**config.mk**
```make
export PLATFORM = sky130hd
export DESIGN_NAME = serial_subtractor
export DESIGN_NICKNAME = d
export VERILOG_FILES = /design/src/rtl/adder_pkg.sv /design/src/rtl/full_subtractor_1.sv /design/src/rtl/serial_subtractor.sv
export SDC_FILE = /design/constraint.sdc
export NUM_CORES = 1
export LEC_CHECK = 0
export CAP_MARGIN = 10
export CORE_UTILIZATION = 47
export CTS_CLUSTER_DIAMETER = 150
export DETAILED_ROUTE_END_ITERATION = 16
export HOLD_SLACK_MARGIN = 0.02
export PLACE_DENSITY = 0.73
export SKIP_LAST_GASP = 1
export SYNTH_ARGS = -nofsm -noshare
export SYNTH_HDL_FRONTEND = slang
export SYNTH_SLANG_ARGS = --single-unit
export TNS_END_PERCENT = 20
```
**constraint.sdc**
```tcl
create_clock -name clk1 -period 1.8 [get_ports clk1]
set_clock_uncertainty 0.1 [all_clocks]
set_input_delay 0.27 -clock clk1 [delete_from_list [all_inputs] [get_ports clk1]]
set_output_delay 0.27 -clock clk1 [all_outputs]
set_load 0.05 [all_outputs]
```
**src/rtl/adder_pkg.sv**
```systemverilog
// Shared definitions for the serial adder/subtractor family.
//   ST_*   : FSM state encodings (2-bit, legacy-compatible constants)
//   CNT_W  : bit-counter width for a given operand width (clog2, min 1)
package adder_pkg;

  localparam logic [1:0] ST_IDLE  = 2'd0;
  localparam logic [1:0] ST_SHIFT = 2'd1;
  localparam logic [1:0] ST_DONE  = 2'd2;

  function automatic int CNT_W(input int w);
    return (w <= 2) ? 1 : $clog2(w);
  endfunction

endpackage

```
**src/rtl/full_subtractor_1.sv**
```systemverilog
// Combinational 1-bit full-subtractor cell: X - Y - Bin.
//   X, Y  : operand bits
//   Bin   : borrow in
//   D     : difference bit
//   Bout  : borrow out
module full_subtractor_1 (
  input  logic X,
  input  logic Y,
  input  logic Bin,
  output logic D,
  output logic Bout
);

  assign D    = X ^ Y ^ Bin;
  // Borrow when X<Y outright, or when X==Y and a borrow is already pending.
  assign Bout = (~X & Y) | (~(X ^ Y) & Bin);

endmodule

```
**src/rtl/serial_subtractor.sv**
```systemverilog
// Bit-serial unsigned subtractor: diff = a_in - b_in, LSB first, one bit per
// clock through a single full-subtractor cell and a registered borrow.
//   clk1, rst_n        : clock (rising edge), async active-low reset
//   start              : request, honoured only in IDLE or DONE
//   a_in, b_in         : operands, captured on an accepted start
//   busy               : high during SHIFT
//   done               : one-cycle pulse, diff/borrow valid
//   diff, borrow       : result and final borrow (1 iff a_in < b_in)
//   bit_out, bit_valid : serial difference bit of this cycle, and its qualifier
module serial_subtractor
  import adder_pkg::*;
#(
  parameter int WIDTH = 8
) (
  input  logic             clk1,
  input  logic             rst_n,
  input  logic             start,
  input  logic [WIDTH-1:0] a_in,
  input  logic [WIDTH-1:0] b_in,
  output logic             busy,
  output logic             done,
  output logic [WIDTH-1:0] diff,
  output logic             borrow,
  output logic             bit_out,
  output logic             bit_valid
);

  localparam int            CW       = CNT_W(WIDTH);
  localparam logic [CW-1:0] CNT_LAST = CW'(WIDTH - 1);

  logic [1:0]       state;
  logic [WIDTH-1:0] a_sr, b_sr;
  logic             bin;
  logic [CW-1:0]    cnt;
  logic             d, bout;

  full_subtractor_1 u_cell (
    .X    (a_sr[0]),
    .Y    (b_sr[0]),
    .Bin  (bin),
    .D    (d),
    .Bout (bout)
  );

  always_ff @(posedge clk1 or negedge rst_n) begin
    if (!rst_n) begin
      state  <= ST_IDLE;
      a_sr   <= '0;
      b_sr   <= '0;
      bin    <= 1'b0;
      cnt    <= '0;
      diff   <= '0;
      borrow <= 1'b0;
    end else begin
      case (state)
        // DONE accepts start exactly like IDLE so results can run back-to-back.
        ST_IDLE, ST_DONE: begin
          if (start) begin
            a_sr   <= a_in;
            b_sr   <= b_in;
            bin    <= 1'b0;
            cnt    <= '0;
            diff   <= '0;
            borrow <= 1'b0;
            state  <= ST_SHIFT;
          end else begin
            state  <= ST_IDLE;
          end
        end
        ST_SHIFT: begin
          diff <= {d, diff[WIDTH-1:1]};
          a_sr <= a_sr >> 1;
          b_sr <= b_sr >> 1;
          bin  <= bout;
          cnt  <= cnt + CW'(1);
          if (cnt == CNT_LAST) begin
            borrow <= bout;
            state  <= ST_DONE;
          end
        end
        default: state <= ST_IDLE;
      endcase
    end
  end

  assign busy      = (state == ST_SHIFT);
  assign done      = (state == ST_DONE);
  assign bit_valid = busy;
  assign bit_out   = busy & d;

endmodule

```
# Word-level counts from Yosys, hierarchy flattened
# Index checks and enable logic that the tools add are counted.
# word_totals
inputBits	19
word_cells	41
out_inout_bits	13
regBits	31
# op_classes
n_eq_ne	5
n_bitwise	8
reduce_logical	5
n_mux	15
addsub	1
# ops
op	n
$pmux W8 S2	3
$mux W8	3
$pmux W3 S2	1
$pmux W1 S2	2
$pmux W2 S2	1
$add A3 B1 Y3 const B	1
$and A1 B1 Y1	3
$eq A3 B3 Y1 const B	1
$mux W1	3
$mux W3	1
$reduce_and A3 Y1	1
$eq A2 B1 Y1 const B	1
$eq A2 B2 Y1 const B	1
$logic_not A2 Y1	1
$mux W2	1
$ne A2 B1 Y1 const B	1
$ne A2 B2 Y1 const B	1
$not A1 Y1	2
$reduce_and A2 Y1	1
$reduce_bool A2 Y1	1
$reduce_or A2 Y1	1
$xor A1 B1 Y1	2
$or A1 B1 Y1	1

# Depth between registers and ports, before layout
# Gate-level depths: netlist (run 1).
# depth
ltp_word	6
depth_mapped	6
ltp_nobuf	5

# By module
# From an unflattened synthesis (run 1), not the netlist that was laid out.
# hier_totals
cells_unflattened	154
hier_area_um2	1629.1
# by_module_without_submodules
mod	area_each_um2	n_inst	cells_each	seq_area_each_um2
serial_subtractor	1597.8	1	150	775.7
full_subtractor_1	31.3	1	4	0.0

# Least setup slack after synthesis (run 1)
# Ideal clock, no wire load.
# synth_timing
path_type	register -> output
start	register bin
end	output bit_out
path_slack_ns	-0.122
n_path_buf	0
path_stages_with_launch	3
t_required_ns	1.430
arrival_time_ns	1.552
cell_sequence	dfrtp_1 > fa_1 > nor2_1
# synth_between
elab_chain_cells	2
# synth_lines
item	line	text
start, declared	serial_subtractor.sv:33	logic bin;
start signal, assigned	serial_subtractor.sv:74	bin <= bout;
$xor A1 B1 Y1	full_subtractor_1.sv:14	assign D = X ^ Y ^ Bin;
$and A1 B1 Y1	serial_subtractor.sv:89	assign bit_out = busy & d;
end, declared	serial_subtractor.sv:24	output logic bit_out,
# No other way between the ends.

# Final worst setup path (run 1)
# layout_timing
start	register a_sr[0]
end	output bit_out
# layout_between
elab_chain_cells	3
# layout_lines
item	line	text
start, declared	serial_subtractor.sv:32	logic [WIDTH-1:0] a_sr, b_sr;
start signal, assigned	serial_subtractor.sv:59	a_sr <= a_in;
start signal, assigned	serial_subtractor.sv:72	a_sr <= a_sr >> 1;
$xor A1 B1 Y1 (2 in series)	full_subtractor_1.sv:14	
$and A1 B1 Y1	serial_subtractor.sv:89	
# No other way between the ends.

==> flow_results.xml, run 1 <==
<?xml version="1.0" encoding="UTF-8"?>
<metrics>
  <group name="sta">
    <metric name="maxSlewHeadroom" unit="%">73.90</metric>
    <metric name="fmaxAchievable" unit="GHz">0.5160</metric>
    <metric name="finalCritPeriodShare" unit="%">107.7</metric>
    <metric name="timing_worst_slew_pin_value" unit="ns">0.3915</metric>
    <metric name="postLayoutSetupSlackWorst" unit="ns">-0.1381</metric>
    <metric name="report.final.setup_viol" unit="">3</metric>
    <metric name="timing.final.max_slew_violations" unit="">0</metric>
    <metric name="grt_setup_unrepaired" unit="">true</metric>
    <metric name="timing_hold_violations_final" unit="">0</metric>
    <metric name="timing.final.crit_period" unit="ns">1.938</metric>
  </group>
  <group name="placed_design">
    <metric name="finalWeightedCongestion" unit="">0.7123</metric>
    <metric name="detailed_place_hpwl" unit="um">2227</metric>
    <metric name="place.detailed.instances" unit="">229</metric>
    <metric name="buffer_ports.inserted" unit="">31</metric>
  </group>
  <group name="die">
    <metric name="die_width" unit="um">62.08</metric>
    <metric name="core.rowCount" unit="">21</metric>
    <metric name="initial_core_util" unit="%">50.06</metric>
    <metric name="chipHeight" unit="um">62.08</metric>
    <metric name="dieArea" unit="mm2">0.003854</metric>
    <metric name="num_io_pins" unit="">32</metric>
    <metric name="fp.coreArea" unit="mm2">0.003390</metric>
  </group>
  <group name="run_status">
    <metric name="outcome" unit="">finished, violations left</metric>
    <metric name="violated_checks" unit="">setup timing</metric>
  </group>
  <group name="global_route">
    <metric name="track_usage" unit="%">18.88</metric>
    <metric name="initial_antenna_violation_count" unit="">0</metric>
    <metric name="first_global_vias" unit="">1204</metric>
    <metric name="grt_first_pass_wirelength" unit="um">5154</metric>
    <metric name="largest_net_degree_at_the_start_of_global_routing" unit="">35</metric>
    <metric name="grt_overflow_total" unit="">0</metric>
  </group>
  <group name="synth">
    <metric name="yosys.cell_count.top_type" unit="">dfrtp_1</metric>
    <metric name="synth_area_per_cell" unit="um2">10.74</metric>
    <metric name="ys_top_cells_by_area" unit="">dfrtp_1 46%, mux2i_1 7.7%, mux2_2 6.6%</metric>
    <metric name="synth_top_flop_cell" unit="">dfrtp_1</metric>
    <metric name="yosysUniqueCellTypes" unit="">28</metric>
    <metric name="postSynthCellCount" unit="">158</metric>
    <metric name="netlist.top_cell.by_area" unit="">dfrtp_1</metric>
    <metric name="yosys-top-cells-count" unit="">31 x dfrtp_1, 13 x mux2i_1, 13 x nor2b_1</metric>
    <metric name="ys_warnings" unit="">0</metric>
    <metric name="synth_area" unit="mm2">0.001697</metric>
    <metric name="synth_top_area_share" unit="%">45.72</metric>
    <metric name="synthesis.nets" unit="">180</metric>
    <metric name="yosysSeqAreaShare" unit="%">45.72</metric>
    <metric name="synthArstFlopShare" unit="%">100.0</metric>
    <metric name="ys_seq_elements" unit="">31</metric>
    <metric name="synth_enable_flop_cells" unit="">0</metric>
  </group>
  <group name="clock_network">
    <metric name="clock_sinks" unit="">31</metric>
    <metric name="clkLatencyLatePin" unit="ns">0.33</metric>
    <metric name="max-clock-path-buffers" unit="">2</metric>
    <metric name="clk_root_buffer_cell" unit="">clkbuf_4</metric>
    <metric name="cts-htree-levels" unit="">2</metric>
    <metric name="cts_inserted_buffers" unit="">5</metric>
    <metric name="clkTransAtPathRegs" unit="ns">0.10</metric>
    <metric name="tritoncts" unit="">built</metric>
  </group>
  <group name="route">
    <metric name="detailroute.via_count" unit="">1240</metric>
    <metric name="antenna_violating_nets_post_route" unit="">0</metric>
    <metric name="vias_per_cell" unit="">5.188</metric>
    <metric name="drc_errors" unit="">0</metric>
    <metric name="dr.first_iter.drc_count" unit="">57</metric>
    <metric name="postRouteWirelength" unit="um">3174</metric>
    <metric name="wire_per_inst" unit="um">13.28</metric>
    <metric name="dr.pass1.iters" unit="">4</metric>
  </group>
  <group name="critical_path">
    <metric name="end_kind" unit="">output pin</metric>
    <metric name="worstPathRequired" unit="ns">1.43</metric>
    <metric name="timing.critical_path.arrival" unit="ns">1.57</metric>
    <metric name="worst-path-max-fanout" unit="">2</metric>
    <metric name="max_stage_delay" unit="ns">0.52</metric>
    <metric name="setup.worst_path.class" unit="">reg2out</metric>
    <metric name="timing.critical_path.from_type" unit="">flip-flop</metric>
    <metric name="timing.critical_path.cells" unit="">inv_2 &gt; fa_1 &gt; nor2_2 &gt; buf_12</metric>
    <metric name="crit_slowest_cell" unit="">fa_1</metric>
  </group>
  <group name="cells_and_area">
    <metric name="fin_util" unit="%">63.23</metric>
    <metric name="area_overhead_of_the_layout_relative_to_synthesis" unit="%">26.33</metric>
    <metric name="num_antenna_cells" unit="">0</metric>
    <metric name="drive_gt1_share" unit="%">23.32</metric>
    <metric name="final_net_count" unit="">214</metric>
    <metric name="fin_cells" unit="">239</metric>
  </group>
  <group name="power_and_ir_drop">
    <metric name="ir_drop" unit="mV">0.8046</metric>
    <metric name="leakage_power" unit="uW">0.0009041</metric>
    <metric name="post-layout-total-power" unit="uW">4005</metric>
    <metric name="power_per_cell_area" unit="mW/mm2">1869</metric>
  </group>
  <group name="run">
    <metric name="drv_cap" unit="">0</metric>
  </group>
  <group name="hold_path">
    <metric name="worstHoldPathType" unit="">in2async</metric>
  </group>
</metrics>
critical path: cells and delay by family (launching register included):
kind	cells	cell delay [ns]
DFF	1	0.37
buffers and inverters	2	0.19
adders and majority gates	1	0.52
and+or+nand+nor	1	0.15
logic make-up after synthesis:
family,share of synthesized area [%]
compound gates,15.12
fa+ha+maj,2.655
buf+inv,6.784
flops,45.72
mux,15.19
simple gates,14.53
worst paths after layout:
check | slack, ns | endpoint | cells after the start | start
worst max-delay path | -0.14 | bit_out | 4 | a_sr[0]$_DFFE_PN0P_
worst min-delay path | 0.22 | cnt[2]$_DFFE_PN0P_ | 2 | rst_n
worst max register to register | 0.21 | borrow$_DFFE_PN0P_ | 5 | cnt[0]$_DFFE_PN0P_
worst min register to register | 0.41 | cnt[0]$_DFFE_PN0P_ | 1 | cnt[0]$_DFFE_PN0P_
max in group asynchronous | 1.09 | a_sr[2]$_DFFE_PN0P_ | 2 | rst_n
min in group clk1 | 0.41 | cnt[0]$_DFFE_PN0P_ | 1 | cnt[0]$_DFFE_PN0P_
where the power goes:
group,total (uW),switching [uW],leakage (uW),internal (uW)
Sequential,1280,265,0.000384,1020
Clock,569,241,0.0000482,328
Combinational,2150,1170,0.000472,986
Total,4000,1670,0.000904,2330
state kept, by name (all words and copies together), names as in the netlist:
name and cells:
state 2, b_sr 8, borrow 1, diff 8, cnt 3, a_sr 8
bin 1
layout make-up:
class                   count  area [um2]
well taps                  46       57.56
clock inverters             2       35.03
multi-input cells         112       808.3
fillers                   278        1246
flip-flops and latches     31       775.7
clock buffers               6       51.30
inverters                   2       7.507
repair buffers             40       407.9
stage by stage:
stage,setup TNS [ns],cell area [um2],setup WS [ns],hold WS [ns]
2_1_floorplan,-0.02049,1699,-0.02049,-0.1256
6_report,-0.2617,2143,-0.1381,0.2212
3_5_place_dp,0,2042,0.1838,0.3989
4_1_cts,-0.3131,2143,-0.1460,0.2232
5_1_grt,-0.6110,2143,-0.2276,0.2392
3_3_place_gp,0,2042,0.2082,0.3904
cell usage in the layout (no fill, tap or decap), types with 3 or more instances in the layout:
cell type	Yosys	routed
dfrtp_1	31	31
clkdlybuf4s50_1	0	18
buf_4	4	17
nor2b_1	13	13
mux2i_1	13	13
nand2b_1	11	11
a211oi_1	11	11
a21oi_1	11	11
mux2_2	10	10
nand2_1	7	7
o21ai_0	7	7
nand3_1	5	5
a22o_1	5	5
clkbuf_4	0	5
buf_12	1	5
o21ai_1	4	4
nor2_1	4	3
what timing repair did:
item	CTS	global route
pin swaps	2	0
hold buffers	0	0
resized for setup	1	0
setup buffers	2	0
endpoints found under the setup margin	3	3
endpoints found under the hold margin	0	0
metal layers:
layer / part of all wire, % / track usage [%] / vias up
li1: - / - / 631
met1: 46 / 22.06 / 582
met2: 49 / 31.46 / 22
met3: 4.3 / 6.832 / 5
met4: 1.5 / 7.619 / 0
met5: 0 / 0 / -
Note: power is estimated with default switching activity, not from simulation.
==> run 2, diff against run 1 <==
CTS_CLUSTER_SIZE = 28   (was not set)
clock period = 2.4 ns   (was 1.8 ns; I/O delays follow)
==> run 2 against run 1 <==
Largest cell class unchanged. Critical path depth decreased by 1. Non-clock buffer count decreased by 4. Critical path type unchanged. Setup slack improved by 0.42 ns. Via count increased by 0.81%. First-iteration DRC count increased by 42%. Utilization decreased by 1.2 points. The run now ends clean. Combinational power decreased by 26%. Register-to-register slack improved by 0.58 ns. Hold slack improved by 0.10 ns. Sequential power decreased by 26%. Routed wire length decreased by 2.7%.
==> flow_results.xml, run 2 (same netlist as run 1, synthesis figures left out) <==
<?xml version="1.0" encoding="UTF-8"?>
<metrics>
  <group name="run">
    <metric name="drv_cap" unit="">0</metric>
  </group>
  <group name="global_route">
    <metric name="grt_first_pass_wirelength" unit="um">5126</metric>
    <metric name="initial_antenna_violation_count" unit="">0</metric>
    <metric name="global_route.usage.met2" unit="%">27.81</metric>
    <metric name="first_global_vias" unit="">1162</metric>
    <metric name="track_usage" unit="%">18.33</metric>
    <metric name="largest_net_degree_at_the_start_of_global_routing" unit="">37</metric>
    <metric name="global_route.peak_usage_layer" unit="">met2</metric>
    <metric name="grt_overflow_total" unit="">0</metric>
    <metric name="gr-usage-met3" unit="%">5.590</metric>
    <metric name="grt.met1_usage" unit="%">24.08</metric>
  </group>
  <group name="cells_and_area">
    <metric name="num-fill-cells" unit="">290</metric>
    <metric name="num_antenna_cells" unit="">0</metric>
    <metric name="final_net_count" unit="">210</metric>
    <metric name="area_overhead_of_the_layout_relative_to_synthesis" unit="%">23.97</metric>
    <metric name="fin_area" unit="mm2">0.002103</metric>
    <metric name="most_common_cell_after_layout_fill_and_taps_aside" unit="">dfrtp_1</metric>
    <metric name="largest_registers" unit="">a_sr: 8 flops, b_sr: 8 flops, diff: 8 flops</metric>
    <metric name="drive_gt1_share" unit="%">15.34</metric>
    <metric name="final_cell_mix" unit="">31 x dfrtp_1, 27 x clkdlybuf4s50_1, 13 x nor2b_1, 13 x mux2i_1</metric>
    <metric name="fin_cells" unit="">235</metric>
  </group>
  <group name="sta">
    <metric name="finalCritPeriodShare" unit="%">88.21</metric>
    <metric name="grt_setup_unrepaired" unit="">false</metric>
    <metric name="maxSlewHeadroom" unit="%">65.37</metric>
    <metric name="timing_worst_slew_pin_value" unit="ns">0.5179</metric>
    <metric name="report.final.setup_viol" unit="">0</metric>
    <metric name="worst_hold_slack" unit="ns">0.3209</metric>
    <metric name="timing.final.crit_period" unit="ns">2.117</metric>
    <metric name="timing_hold_violations_final" unit="">0</metric>
    <metric name="fmaxAchievable" unit="GHz">0.4724</metric>
    <metric name="fin_tns_setup" unit="ns">0</metric>
    <metric name="timing.final.max_slew_violations" unit="">0</metric>
  </group>
  <group name="critical_path">
    <metric name="timing.critical_path.from_type" unit="">flip-flop</metric>
    <metric name="crit_slowest_cell" unit="">fa_1</metric>
    <metric name="max_stage_delay" unit="ns">0.52</metric>
    <metric name="cp_top_family" unit="">adder cells</metric>
    <metric name="slack_of_the_worst_reg_to_reg_path" unit="ns">0.79</metric>
    <metric name="crit_buf_inv" unit="">1</metric>
    <metric name="reg2reg_from" unit="">cnt[0]$_DFFE_PN0P_</metric>
    <metric name="r2r.worst_path.cells" unit="">5</metric>
    <metric name="end_kind" unit="">output pin</metric>
    <metric name="worstPathRequired" unit="ns">1.94</metric>
    <metric name="worst-path-max-fanout" unit="">3</metric>
    <metric name="setup.worst_path.class" unit="">reg2out</metric>
    <metric name="reg2reg_to" unit="">borrow$_DFFE_PN0P_</metric>
    <metric name="timing.critical_path.cells" unit="">fa_1 &gt; nor2_1 &gt; buf_12</metric>
    <metric name="timing.critical_path.arrival" unit="ns">1.66</metric>
  </group>
  <group name="placed_design">
    <metric name="finalWeightedCongestion" unit="">0.7119</metric>
    <metric name="place.detailed.instances" unit="">227</metric>
    <metric name="place_area" unit="mm2">0.002034</metric>
    <metric name="detailed_place_hpwl" unit="um">2108</metric>
    <metric name="buffer_ports.inserted" unit="">31</metric>
  </group>
  <group name="die">
    <metric name="fp.coreArea" unit="mm2">0.003390</metric>
    <metric name="chipHeight" unit="um">62.08</metric>
    <metric name="core.rowCount" unit="">21</metric>
    <metric name="num_io_pins" unit="">32</metric>
    <metric name="initial_core_util" unit="%">50.06</metric>
    <metric name="die_width" unit="um">62.08</metric>
    <metric name="dieArea" unit="mm2">0.003854</metric>
  </group>
  <group name="clock_network">
    <metric name="clkLatencyLatePin" unit="ns">0.32</metric>
    <metric name="ctsHoldBuffers" unit="">0</metric>
    <metric name="clk_root_buffer_cell" unit="">clkbuf_4</metric>
    <metric name="clock_sinks" unit="">31</metric>
    <metric name="cts-htree-levels" unit="">2</metric>
    <metric name="clkTransAtPathRegs" unit="ns">0.10</metric>
    <metric name="cts_inserted_buffers" unit="">5</metric>
    <metric name="ctsResizeCount" unit="">0</metric>
    <metric name="post_cts_repair_setup_buffers" unit="">0</metric>
    <metric name="tritoncts" unit="">built</metric>
    <metric name="max-clock-path-buffers" unit="">2</metric>
  </group>
  <group name="hold_path">
    <metric name="worstHoldPathType" unit="">in2async</metric>
  </group>
  <group name="power_and_ir_drop">
    <metric name="ir_drop" unit="mV">0.5368</metric>
    <metric name="power_per_cell_area" unit="mW/mm2">1376</metric>
    <metric name="leakage_power" unit="uW">0.0008564</metric>
    <metric name="post-layout-total-power" unit="uW">2894</metric>
  </group>
  <group name="route">
    <metric name="dr.pass1.iters" unit="">4</metric>
    <metric name="drc_errors" unit="">0</metric>
    <metric name="antenna_violating_nets_post_route" unit="">0</metric>
    <metric name="wire_per_inst" unit="um">13.14</metric>
    <metric name="detailroute.via_count" unit="">1250</metric>
    <metric name="dr.first_iter.drc_count" unit="">81</metric>
    <metric name="postRouteWirelength" unit="um">3087</metric>
    <metric name="vias_per_cell" unit="">5.319</metric>
  </group>
  <group name="run_status">
    <metric name="outcome" unit="">complete, no violations</metric>
  </group>
</metrics>
==> run 2: cell count changes in the layout (fill, tap and decap cells not counted), sizes merged <==
cell           delta
clkinv            -1
clkdlybuf4s50     +9
clkbuf            +2
buf              -13
bufinv            -1
==> run 2: worst max-delay path by stage <==
stage / start / endpoint / slack, ns / depth (start not counted)
after floorplan: bin$_DFFE_PN0P_ / bit_out / 0.39 / 2
final: bin$_DFFE_PN0P_ / bit_out / 0.28 / 3
after CTS: bin$_DFFE_PN0P_ / bit_out / 0.27 / 3
after global placement: bin$_DFFE_PN0P_ / bit_out / 0.65 / 3
after detailed placement: start / bin$_DFFE_PN0P_ / 0.62 / 4
after global routing: bin$_DFFE_PN0P_ / bit_out / 0.22 / 3
==> run 2: where the power goes <==
group	switching (uW)	internal (uW)
logic	870	729
registers	182	764
clock network	176	172
total	1230	1660
==> run 2: routing by layer <==
| metal | part of all wire (%) | vias up |
|---|---|---|
| met1 | 47 | 595 |
| met4 | 1.4 | 0 |
| li1 | - | 624 |
| met3 | 4.1 | 6 |
| met5 | 0 | - |
| met2 | 47 | 25 |
==> run 2: layout make-up <==
class                           instances  area [um2]  share of cell area (%)
Multi-Input combinational cell        112       805.8                   38.31
Sequential cell                        31       775.7                   36.88
Timing Repair Buffer                   36       387.9                   18.44
Clock buffer                            8       68.82                   3.272
Tap cell                               46       57.56                   2.736
Inverter                                2       7.507                  0.3569
==> run 2: worst register-to-register path: stages (launching register included) <==
cell and delay [ns]:
dfrtp_1 0.41, ha_1 0.21, ha_1 0.24, nand2b_4 0.09
mux2_4 0.29, a22o_1 0.17
==> run 2: per-stage QoR <==
step / setup slack, ns / utilization, %
2_1_floorplan: 0.3877 / -
3_3_place_gp: 0.6486 / 60.02
3_5_place_dp: 0.6210 / 60.02
4_1_cts: 0.2710 / 62.05
5_1_grt: 0.2155 / 62.05
6_report: 0.2830 / 62.05
